--- src/rtl/music_seq.sv ---
// music_seq: score sequencer feeding the buzzer tone generator.
// Walks a synchronous song ROM. Each entry holds a note code and a beat
// count. The block turns the note code into a tone half-period count and
// holds it for the note's beats. A single push-button toggles play/pause.
//
// Ports:
//   clk        system clock
//   rst_n      asynchronous active-low reset
//   key_play   raw push-button, active-low, asynchronous to clk
//   rom_addr   song ROM address
//   rom_data   ROM word, valid 1 clock after rom_addr
//              [4:0] note code, [7:5] beats-1
//   period     tone period in clocks, 0 = silence
//   period_vld 1-cycle pulse when period takes a new note value
//   playing    high while fetching, loading or holding a note
//
// Build option: define MUSIC_SEQ_DEBOUNCE_EN to insert a DEB_CYC-clock
// debounce filter after the key synchronizer.
module music_seq #(
  parameter int BEAT_CYC  = 12_500_000,
  parameter int DEB_CYC   = 1_000_000,
  parameter int LAST_ADDR = 255,
  parameter int LOOP      = 1
) (
  input  logic        clk,
  input  logic        rst_n,
  input  logic        key_play,
  output logic [7:0]  rom_addr,
  input  logic [7:0]  rom_data,
  output logic [16:0] period,
  output logic        period_vld,
  output logic        playing
);

  localparam int BW = (BEAT_CYC > 1) ? $clog2(BEAT_CYC) : 1;
  localparam logic [BW-1:0] BEAT_LAST = BW'(BEAT_CYC - 1);
  localparam logic [7:0]    ADDR_LAST = 8'(LAST_ADDR);

  typedef enum logic [2:0] {IDLE, FETCH, LOAD, HOLD, PAUSE} state_t;

  state_t          state;
  logic            key_s1, key_s2, key_lvl, key_prev, press;
  logic [BW-1:0]   beat_cnt;
  logic [3:0]      beats_left;
  logic [16:0]     note_per;
  logic            beat_wrap, last_beat;

  // Key synchronizer; idles released (high).
  always_ff @(posedge clk or negedge rst_n) begin
    if (!rst_n) begin
      key_s1 <= 1'b1;
      key_s2 <= 1'b1;
    end else begin
      key_s1 <= key_play;
      key_s2 <= key_s1;
    end
  end

`ifdef MUSIC_SEQ_DEBOUNCE_EN
  localparam int DW = (DEB_CYC > 1) ? $clog2(DEB_CYC) : 1;
  localparam logic [DW-1:0] DEB_LAST = DW'(DEB_CYC - 1);

  logic [DW-1:0] deb_cnt;
  logic          deb_lvl;

  // The level only moves after DEB_CYC consecutive clocks of disagreement;
  // any return to the current level restarts the count.
  always_ff @(posedge clk or negedge rst_n) begin
    if (!rst_n) begin
      deb_cnt <= '0;
      deb_lvl <= 1'b1;
    end else if (key_s2 == deb_lvl) begin
      deb_cnt <= '0;
    end else if (deb_cnt == DEB_LAST) begin
      deb_cnt <= '0;
      deb_lvl <= key_s2;
    end else begin
      deb_cnt <= deb_cnt + 1'b1;
    end
  end

  assign key_lvl = deb_lvl;
`else
  assign key_lvl = key_s2;
`endif

  always_ff @(posedge clk or negedge rst_n) begin
    if (!rst_n) key_prev <= 1'b1;
    else        key_prev <= key_lvl;
  end

  // One-cycle press event on the falling edge of the key level.
  assign press = key_prev & ~key_lvl;

  function automatic logic [16:0] note_period(input logic [4:0] code);
    case (code)
      5'd1:    return 17'd95602;
      5'd2:    return 17'd85178;
      5'd3:    return 17'd75872;
      5'd4:    return 17'd71633;
      5'd5:    return 17'd63775;
      5'd6:    return 17'd56818;
      5'd7:    return 17'd50607;
      5'd8:    return 17'd47801;
      5'd9:    return 17'd42553;
      5'd10:   return 17'd37936;
      5'd11:   return 17'd35791;
      5'd12:   return 17'd31888;
      5'd13:   return 17'd28409;
      5'd14:   return 17'd25303;
      5'd15:   return 17'd127551;
      5'd16:   return 17'd113636;
      5'd17:   return 17'd101215;
      default: return '0;
    endcase
  endfunction

  assign beat_wrap = (beat_cnt == BEAT_LAST);
  assign last_beat = (beats_left == 4'd1);

  always_ff @(posedge clk or negedge rst_n) begin
    if (!rst_n) begin
      state      <= IDLE;
      rom_addr   <= '0;
      period     <= '0;
      period_vld <= 1'b0;
      playing    <= 1'b0;
      beat_cnt   <= '0;
      beats_left <= '0;
      note_per   <= '0;
    end else begin
      period_vld <= 1'b0;
      case (state)
        IDLE: begin
          rom_addr <= '0;
          period   <= '0;
          if (press) begin
            state   <= FETCH;
            playing <= 1'b1;
          end
        end

        FETCH: state <= LOAD;

        LOAD: begin
          note_per   <= note_period(rom_data[4:0]);
          period     <= note_period(rom_data[4:0]);
          period_vld <= 1'b1;
          beats_left <= {1'b0, rom_data[7:5]} + 4'd1;
          beat_cnt   <= '0;
          state      <= HOLD;
        end

        HOLD: begin
          // The press cycle still counts as a held cycle. On the last-beat
          // wrap the press suppresses the advance and leaves one beat
          // remaining, so resuming replays a full beat of the same note.
          beat_cnt <= beat_wrap ? '0 : beat_cnt + 1'b1;
          if (beat_wrap && !last_beat) beats_left <= beats_left - 4'd1;
          if (press) begin
            state   <= PAUSE;
            period  <= '0;
            playing <= 1'b0;
          end else if (beat_wrap && last_beat) begin
            if (rom_addr != ADDR_LAST) begin
              rom_addr <= rom_addr + 8'd1;
              state    <= FETCH;
            end else if (LOOP != 0) begin
              rom_addr <= '0;
              state    <= FETCH;
            end else begin
              rom_addr <= '0;
              period   <= '0;
              playing  <= 1'b0;
              state    <= IDLE;
            end
          end
        end

        PAUSE: begin
          if (press) begin
            period  <= note_per;
            playing <= 1'b1;
            state   <= HOLD;
          end
        end

        default: state <= IDLE;
      endcase
    end
  end

endmodule

--- config.mk ---
export PLATFORM = sky130hd
export DESIGN_NAME = music_seq
export DESIGN_NICKNAME = d
export VERILOG_FILES = /design/src/rtl/music_seq.sv
export SDC_FILE = /design/constraint.sdc
export NUM_CORES = 1
export LEC_CHECK = 0
export ABC_AREA = 1
export CORE_UTILIZATION = 50
export CTS_CLUSTER_DIAMETER = 80
export CTS_CLUSTER_SIZE = 12
export DETAILED_ROUTE_END_ITERATION = 6
export MAX_ROUTING_LAYER = met4
export PLACE_DENSITY = 0.73
export SYNTH_ARGS = -nofsm -noshare
export SYNTH_HDL_FRONTEND = slang
export SYNTH_SLANG_ARGS = --single-unit
--- constraint.sdc ---
create_clock -name clk -period 1.4 [get_ports clk]
set_input_delay 0.28 -clock clk [delete_from_list [all_inputs] [get_ports clk]]
set_output_delay 0.28 -clock clk [all_outputs]
set_load 0.02 [all_outputs]
==> results of run 1 <==
kinds of logic after synthesis:
family | after synthesis | share of synthesized area (%)
XOR/XNOR | 15 | 2.90
AND/OR/NAND/NOR | 375 | 34.4
buffers and inverters | 73 | 6.68
adder cells (fa/ha/maj) | 11 | 3.04
flip-flops | 78 | 43.2
AO/OA/AOI/OAI | 78 | 9.86
worst max path at each step:
| stage | cells past startpoint | slack [ns] | from | to |
|---|---|---|---|---|
| 3_3_place_gp | 12 | -0.52 | rom_data[1] | period[13]$_DFFE_PN0P_ |
| 2_1_floorplan | 9 | -0.02 | beat_cnt[0]$_DFFE_PN0P_ | beat_cnt[20]$_DFFE_PN0P_ |
| 6_report | 7 | -0.24 | rom_addr[2]$_DFFE_PN0P_ | rom_addr[7]$_DFFE_PN0P_ |
| 4_1_cts | 9 | -0.14 | state[2]$_DFFE_PN0P_ | period[11]$_DFFE_PN0P_ |
| 3_5_place_dp | 10 | -0.54 | rom_data[0] | period[6]$_DFFE_PN0P_ |
| 5_1_grt | 9 | -0.28 | beat_cnt[19]$_DFFE_PN0P_ | beats_left[2]$_DFFE_PN0P_ |
cell usage after synthesis (2+ instances only):
cell type / instances / area (sq um)
ha_1: 11 / 138
a21o_1: 2 / 15.0
nor3_1: 2 / 10.0
dfrtp_1: 75 / 1880
inv_2: 5 / 18.8
inv_1: 52 / 195
or2_2: 2 / 12.5
o21ai_0: 40 / 200
nand2_1: 237 / 890
nand3_1: 48 / 240
xor2_1: 12 / 105
nor2_2: 2 / 12.5
nand3_4: 2 / 35.0
o21ai_1: 2 / 10.0
buf_4: 2 / 15.0
o211ai_1: 7 / 52.6
nor2_1: 65 / 244
nand4_1: 8 / 50.1
a21oi_1: 12 / 60.1
nand2_2: 6 / 37.5
buf_2: 5 / 25.0
o21a_1: 5 / 37.5
o21bai_1: 2 / 15.0
xnor2_1: 3 / 26.3
clkbuf_1: 5 / 18.8
dfstp_2: 3 / 78.8
buf_6: 2 / 22.5
o22ai_1: 5 / 31.3
per-stage QoR:
stage | power (mW) | TNS, ns | cells
global placement | 7.93 | -18.58 | 879
global route | 13.3 | -11.36 | 925
CTS | 11.2 | -3.46 | 916
floorplan | 5.84 | -0.180 | 630
detailed placement | 8.06 | -20.36 | 879
finish | 12.8 | -7.97 | 925
final cells by class:
cell class	instances	area [sq um]
clock inverter	6	93.8
multi-input combinational	479	2940
inverter	58	258
clock buffer	10	128
tap	108	135
fill	463	1510
timing repair inverter	1	7.51
timing repair buffer	185	1720
sequential	78	1960
timing repair:
action	in CTS	in global routing
setup endpoints to repair	95	78
pin swaps	40	45
buffers inserted	20	12
gates cloned	2	3
gates resized for setup	170	147
hold buffers	1	0
endpoints found under the hold margin	14	0
state kept, by name (all words and copies together) (netlist names):
signal      count
period_vld      1
beats_left      4
key_lvl         1
beat_cnt       24
rom_addr        8
playing         1
key_prev        1
state           3
period         17
key_s1          1
note_per       17
layout by cell type, fill, tap and decap left out, types with 6 or more instances in the layout:
cell	n
nand4_1	8
dlygate4sd2_1	20
nor2_1	39
buf_6	39
o21ai_0	15
o21ai_1	18
nand3_1	30
dfrtp_1	69
nand2_2	42
inv_1	40
buf_12	6
ha_1	6
dfrtp_2	6
inv_4	7
nand3_2	14
xor2_1	10
nand3_4	6
clkbuf_8	9
a21oi_1	6
inv_2	8
o21ai_2	9
nand2_1	183
clkdlybuf4s50_1	6
o211ai_1	7
nor2_2	15
buf_4	97
nand2_4	17
nor2_4	14
per-layer routing:
| metal | vias up | global-route usage (%) | wire (um) |
|---|---|---|---|
| li1 | 2374 | - | - |
| met1 | 2608 | 35.4 | 6670 |
| met2 | 352 | 56.3 | 8880 |
| met3 | 131 | 5.04 | 1200 |
| met4 | 0 | 14.5 | 1240 |
| met5 | - | - | 0 |
worst max-delay path, cell delays in order, from the launching register on:
cell and delay (ns):
dfrtp_1 0.45, nand2_1 0.10, nor2_1 0.37, nand2_1 0.19, xor2_1 0.18, nor2_1 0.10, nand3_1 0.11, nand2_1 0.09
power groups by stage:
stage	Sequential, mW	Clock, mW	Combinational, mW
after floorplan	3.57	0	2.27
after global placement	3.29	0	4.64
after detailed placement	3.31	0	4.75
after CTS	3.29	1.95	5.98
after global routing	3.44	2.06	7.76
final	3.38	1.99	7.38
==> metrics, run 1 <==
status complete, but fails checks; failing checks negative setup slack; Net Count, Synth 652; Clock Tree Buf Depth 2; Antenna Nets Post-Route 0; H-tree Lvls 3; HPWL after DPL 8970 um; EDFF count, synth 0; Slew @ Worst Pin 0.462 ns; DP Worst Slack -0.544 ns; min-delay worst type input port to async pin; RR Endpoint rom_addr[7]$_DFFE_PN0P_; Max Freq 609 MHz; CTS sink count 78; Root Buffer clkbuf_8; Util after Layout 82.7%; skew final 0.0165 ns; slack of the worst reg-to-reg path -0.24 ns; Post-synth top flop dfrtp_1; Peak VDD IR 1260 uV; CTS clk-pin slew, worst paths 0.10 ns; router iterations before antenna repair 5; crit path launch type register; Net Sw Power 5.47 mW; die width 97.2 um; Die Y 97.2 um; dpl cell area 5910 sq um; min Tclk post-route 1.64 ns; critical path class register to register; Yosys cell types 36; worst hold slack 0.325 ns; DRC 0; total clock buffers created by CTS 9; clk_lat worst skew 0.36 ns; first-pass GRT wire length 23600 um; Final nets 834; I/O Buffers 37; static leakage power 3.57 nW; initial antenna violation count 0; initial core utilization 51.7%; sw frac 42.9%; Slew HR 69.1%; synth warn 0; P_int 7.29 mW; final WL 18000 um; Tcrit/Tclk final 117%; routed via count 5465; routed len/inst 19.5 um; share of cells above drive strength 1 41.0%; Ports 38; routability cong. 1.00; DR iter-0 viols 398; Max Cap Viol 0; cell area power density 1760 nW/um^2; Gate power share 57.9%; pin count of the biggest net entering global routing 42; CTS tree built; Final Max Tran Viols 0; Clock Power Share 15.6%; Seq pwr share 26.5%; ys async rst share 100%; ANT cells 0; grt total ovfl 0; Final Cell Area 7250 sq um; Tot GR Track Use 31.9%; Fin. Hold Viols 0; Site Rows 34; core box area 8760 sq um; Avg Inst Size Synth 7.19 sq um; #FFs+latches synth 78; Reg-to-Reg Start rom_addr[2]$_DFFE_PN0P_; worst path required time 1.71 ns; Setup crit end kind register; Post-Syn Area 4530 sq um; area grow syn2layout 60.0%; Syn Inst Count 630; vias in the first global route 5098; post-synthesis sequential area ratio 43.2%; CP Max Fanout 5; via/cell ratio 5.91; Setup-failing EPs final 64; RSZ-0062 raised after global routing yes; Register-to-Register Path Depth 7; full die area 9450 sq um; CP arrival 1.95 ns; final setup margin -0.243 ns
No activity file was read; power rests on OpenSTA's default activity.
==> inputs of run 2 (changes only) <==
- CORE_UTILIZATION: 50 -> 45
- PLACE_DENSITY: 0.73 -> not set
- clock period: 1.4 -> 1.92 ns (I/O delays scaled with it)
==> metrics, run 2 (synthesized netlist as in run 1, its figures left out) <==
Max Cap Viol 0 (unchanged); Regs by FF count beat_cnt (24), note_per (17), period (17); slowest cell delay on critical path 0.65 ns (+0.20 ns); Max Freq 538 MHz; total clock buffers created by CTS 9 (unchanged); CP arrival 1.47 ns (-0.48 ns); Antenna Nets Post-Route 0 (unchanged); H-tree Lvls 3 (unchanged); full die area 10500 sq um (+11%); share of cells above drive strength 1 11.5% (-29 points); Tot GR Track Use 23.5% (-8.4 points); min Tclk post-route 1.86 ns; router iterations before antenna repair 4 (-1); HPWL after DPL 8090 um (-9.9%); Fin. Hold Viols 0 (unchanged); pin count of the biggest net entering global routing 51 (+21%); CTS clk-pin slew, worst paths 0.08 ns (-0.02 ns); Slew HR 73.9% (+4.8 points); Top reg by flops beat_cnt; core box area 9770 sq um (+12%); grt total ovfl 0 (unchanged); Site Rows 36 (+5.9%); vias in the first global route 4032 (-21%); min-delay worst type register to register; Bufs and invs on worst path 1 (+1); Slew @ Worst Pin 0.391 ns (-0.0711 ns); Fill cells 948 (+100%); worst path required time 1.54 ns (-0.17 ns); Setup crit end kind output pin; commonest non-fill, non-tap cell in the layout nand2_1; die width 102 um (+5.3%); routability cong. 0.936 (-6.6%); RSZ-0062 raised after global routing no; clk_lat worst skew 0.37 ns (about the same); critical path class register to output pin; Tcrit/Tclk final 96.8%; CTS sink count 78 (unchanged); status complete, no violations; Ports 38 (unchanged); family with the most delay on the worst path buffers and inverters; setup_tns 0 ns (+7.97 ns); critical path cell sequence clkdlybuf4s50_1; ANT cells 0 (unchanged); skew final 0.0132 ns (-0.00324 ns); static leakage power 2.74 nW (-23%); initial antenna violation count 0 (unchanged); cell area power density 1200 nW/um^2 (-32%); first-pass GRT wire length 18400 um (-22%); Final nets 727 (-13%); Peak VDD IR 1080 uV (-14%); commonest non-fill, non-tap cells in the layout nand2_1, dfrtp_1, nor2_1, inv_1, nand3_1; Clock Tree Buf Depth 2 (unchanged); initial core utilization 46.4% (-5.3 points); Setup Fix Bufs, Post-CTS 0 (-100%); crit path launch type register; Setup-failing EPs final 0 (-100%); via/cell ratio 5.06 (-14%); DP Worst Slack -0.194 ns (+0.350 ns); DR iter-0 viols 149 (-63%); I/O Buffers 37 (unchanged); area grow syn2layout 22.2%; Final Max Tran Viols 0 (unchanged); Root Buffer clkbuf_8; Die Y 102 um (+5.3%); final WL 11000 um (-39%); final setup margin 0.0618 ns (+0.305 ns); CTS tree built; DRC 0 (unchanged); routed via count 4262 (-22%); CP Max Fanout 7 (+2); max FFs per register 24 (unchanged); routed len/inst 13.0 um (-33%); CP max stage cell clkdlybuf4s50_1
[run 2: cell types whose count changed in the layout (fill, tap and decap cells not counted), sizes merged]
cell | before | now
buf | 147 | 42
clkbuf | 16 | 9
clkdlybuf4s15 | 4 | 0
clkdlybuf4s50 | 6 | 35
clkinv | 2 | 3
dlygate4sd2 | 20 | 0
inv | 59 | 58
[run 2: final cells by class]
cell class	count	area [sq um]	share of cell area, %
multi-input cells	479	2270	41.1
flip-flops and latches	78	1960	35.3
repair buffers	79	701	12.7
inverters	58	218	3.93
well taps	133	166	3.01
clock buffers	9	124	2.24
clock inverters	7	97.6	1.76
[run 2: worst paths after layout]
kind / from / to / slack, ns / depth (start not counted)
worst max-delay path: rom_addr[3]$_DFFE_PN0P_ / rom_addr[3] / 0.06 / 1
worst min-delay path: key_s1$_DFF_PN1_ / key_lvl$_DFF_PN1_ / 0.36 / 0
worst max register to register: beat_cnt[0]$_DFFE_PN0P_ / beat_cnt[18]$_DFFE_PN0P_ / 0.22 / 8
worst min register to register: key_s1$_DFF_PN1_ / key_lvl$_DFF_PN1_ / 0.36 / 0
max in group asynchronous: rst_n / key_s1$_DFF_PN1_ / 0.78 / 3
min in group asynchronous: rst_n / beat_cnt[15]$_DFFE_PN0P_ / 0.48 / 2
[run 2: routing by layer]
metal  part of all wire (%)  global-route usage [%]  routed length, um  up-vias
li1                       -                       -                  -     2160
met1                     47                    29.2               5150     2000
met2                     48                    38.2               5250       78
met3                    3.0                    3.28                332       24
met4                    2.2                    10.0                242        0
met5                      0                       -                  0        -
[run 2: what timing repair did]
action / in CTS / in global routing
setup endpoints to repair: 0 / 4
endpoints found under the hold margin: 26 / 0
gates resized for setup: 0 / 2
hold buffers: 1 / 0
[run 2: metrics by stage]
step / std cells / power (mW) / hold slack (ns) / area, sq um / utilization, %
detailed placement: 826 / 5.29 / 0.340 / 5300 / 54.2
global route: 843 / 7.15 / 0.365 / 5540 / 56.6
CTS: 843 / 6.71 / 0.363 / 5530 / 56.6
global placement: 826 / 5.26 / 0.344 / 5300 / 54.2
finish: 843 / 6.65 / 0.361 / 5540 / 56.6
floorplan: 630 / 4.23 / 0.0884 / 4530 / -
[run 2: worst register-to-register path: stages (launching register included)]
cell     delay [ns]
dfrtp_1        0.39
ha_1           0.18
nand3_1        0.14
inv_1          0.17
nand3_1        0.15
nor2_1         0.29
nand4_1        0.14
nand3_1        0.09
nand2_1        0.06
[run 2: where the power goes]
part	switching, mW	internal (mW)
Sequential	0.267	2.09
Clock	0.658	0.736
Combinational	1.79	1.11
==> inputs of run 3 (changes only) <==
- CAP_MARGIN: not set -> 20
==> results of run 3 <==
No change in the layout: final DEF, timing and power equal those of run 2.
==> edit (flow settings as in run 1) <==
The option `MUSIC_SEQ_DEBOUNCE_EN` is turned on by a define.
--- a/src/rtl/music_seq.sv
+++ b/src/rtl/music_seq.sv
@@ -18,2 +18,4 @@
 // debounce filter after the key synchronizer.
+`define MUSIC_SEQ_DEBOUNCE_EN
+
 module music_seq #(
Behaviour: not the same (a bounded check fails within 4 cycles, from zero or initial values and one cycle with rst_n low).
==> edit against run 1 <==
The flow still finishes with violations (setup timing). Wire length is 10% lower. Synthesized area increased by 25%. Worst hold slack improved by 6.6 ps. Critical path depth grew 1. Total power decreased by 56%. Worst setup slack worse by 15 ps. Design area up 14%. Sequential cell count up 21. First-iteration DRC count rose by 21%. Critical endpoint is now period[7].
==> edit: results (changes against run 1) <==
metric	value	unit	change
slew_violations	0		unchanged
status	finished, violations left		unchanged
hp-start	key_play		
worst_pin_slew	491	ps	was 462 ps
r2r_cells	8		was 7
ant_nets	0		unchanged
via_per_inst	5.31		was 5.91
failed_checks	setup timing		unchanged
worstPathArrival	1900	ps	was 1950 ps
skew	9.87	ps	was 16.5 ps
yosys_warnings	0		unchanged
multi_input_area	3430	um2	was 2940 um2
nets	970		was 834
ir_drop	0.753	mV	was 1.26 mV
routabilityCongestion	0.931		was 1.00
synth_area_leaders	dfrtp_1 (42%), nand2_1 (15%), nor2_1 (7.0%), inv_1 (5.5%), nand3_1 (5.4%)		was dfrtp_1 (41%), nand2_1 (20%), nor2_1 (5.4%), nand3_1 (5.3%), o21ai_0 (4.4%)
p_leak	4.06	nW	was 3.57 nW
grt_max_degree	44		was 42
synth_fp_nets	804		was 652
reg2reg_from	key_prev		was rom_addr[2]
h-tree-depth	3		unchanged
synthDistinctLibCells	39		was 36
path_clk_slew	70	ps	was 100 ps
grt_antenna_before_repair	0		unchanged
numCtsBuffers	9		unchanged
cts-root-buf	clkbuf_16		was clkbuf_8
reg_top3	beat_cnt (24), deb_cnt (20)		was beat_cnt (24), note_per (17), period (17)
num_antenna_cells	0		unchanged
insertion_delay	350	ps	
overflow	0		unchanged
drive_gt1_share	34.5	%	was 41.0%
wl_per_cell	14.8	um	was 19.5 um
detailed_place_hpwl	11.1	mm	was 8.97 mm
r2r_end	period[7]		was rom_addr[7]
setup_ws	-258	ps	was -243 ps
post_dp_cell_area	7230	um2	was 5910 um2
clk_path_buf_depth	2		unchanged
cp_max_fo	8		was 5
synthArstFlopShare	100	%	unchanged
portBuffers	37		unchanged
fillCellCount	769		was 463
yosysSeqAreaShare	43.7	%	was 43.2%
grt_pass1_vias	5802		was 5098
synth_common_cells	nand2_1 (226), nor2_1 (106), dfrtp_1 (95)		was nand2_1 (237), dfrtp_1 (75), nor2_1 (65)
grt_usage	29.1	%	was 31.9%
drt-initial-drc-count	481		was 398
grt_pass1_wl	26.2	mm	was 23.6 mm
holdWs	331	ps	was 325 ps
setup_violations	67		was 64
hold_class	input port to flip-flop		was input port to async pin
whs_path_depth	1		
yosys.cell_count.top_type	nand2_1		unchanged
edit: cell count changes after synthesis, moves of 5 or more:
cell             run 1  this run
a21oi_1             12        38
nand3_1             48        61
nand4_1              8        16
inv_1               52        83
nor3_1               2         8
nand3b_1             0         5
nand2_1            237       226
o21a_1               5         0
nor2_1              65       106
dfrtp_1             75        95
edit: metal layers:
layer	up-vias	routed length, um	global-route usage, %
li1	2849	-	-
met1	2766	6900	34.8
met2	152	8260	49.5
met3	31	660	5.62
met4	0	320	9.07
met5	-	0	-
edit: what timing repair did:
| action | 4_1_cts | 5_1_grt |
|---|---|---|
| pin swaps | 37 | 38 |
| resized for setup | 141 | 105 |
| setup buffers | 12 | 5 |
| cloned | 2 | 0 |
| endpoints found under the setup margin | 100 | 100 |
| hold buffers | 1 | 0 |
| hold endpoints to repair | 15 | 0 |
edit: area by class of cell:
class | instances | area share (%)
clock inverters | 6 | 0.543
flip-flops and latches | 99 | 30.0
repair inverters | 2 | 0.226
multi-input cells | 573 | 41.4
clock buffers | 10 | 2.88
repair buffers | 170 | 18.4
well taps | 140 | 2.11
inverters | 92 | 4.41
edit: critical path: stages (launching register included):
cell and delay (ps):
dfstp_2 530, inv_2 30, or2_4 260, a21oi_4 180, buf_12 150, buf_12 130, o21ai_4 50, o21bai_1 140
inv_1 60
edit: report_power, final:
group	switching, mW	leakage (nW)	internal (mW)
clock	1.13	0.144	1.27
sequential	0.0113	1.25	2.87
combinational	0.219	2.66	0.146
edit: logic make-up after synthesis:
| group | Yosys count | synth area share (%) |
|---|---|---|
| XOR/XNOR | 19 | 2.93 |
| buffers and inverters | 109 | 7.88 |
| adder cells (fa/ha/maj) | 12 | 2.64 |
| AO/OA/AOI/OAI | 100 | 9.82 |
| AND/OR/NAND/NOR | 442 | 33.0 |
| flip-flops | 99 | 43.7 |
edit: worst max-delay path by stage:
stage                      from           end  slack (ps)  cells past startpoint
floorplan              key_prev     period[8]        -120                      8
global placement    rom_data[0]     period[1]        -500                      9
detailed placement  rom_data[0]     period[1]        -550                      9
CTS                 beat_cnt[0]  beat_cnt[18]        -180                      9
global route        beat_cnt[0]  beat_cnt[15]        -300                      7
finish                 key_prev     period[7]        -260                      8
edit: metrics by stage:
stage | instances | setup TNS [ps] | worst slack, ps
floorplan | 781 | -2330 | -123
global placement | 1058 | -19010 | -504
detailed placement | 1058 | -21680 | -554
CTS | 1089 | -5300 | -176
global route | 1092 | -13790 | -300
finish | 1092 | -8500 | -258
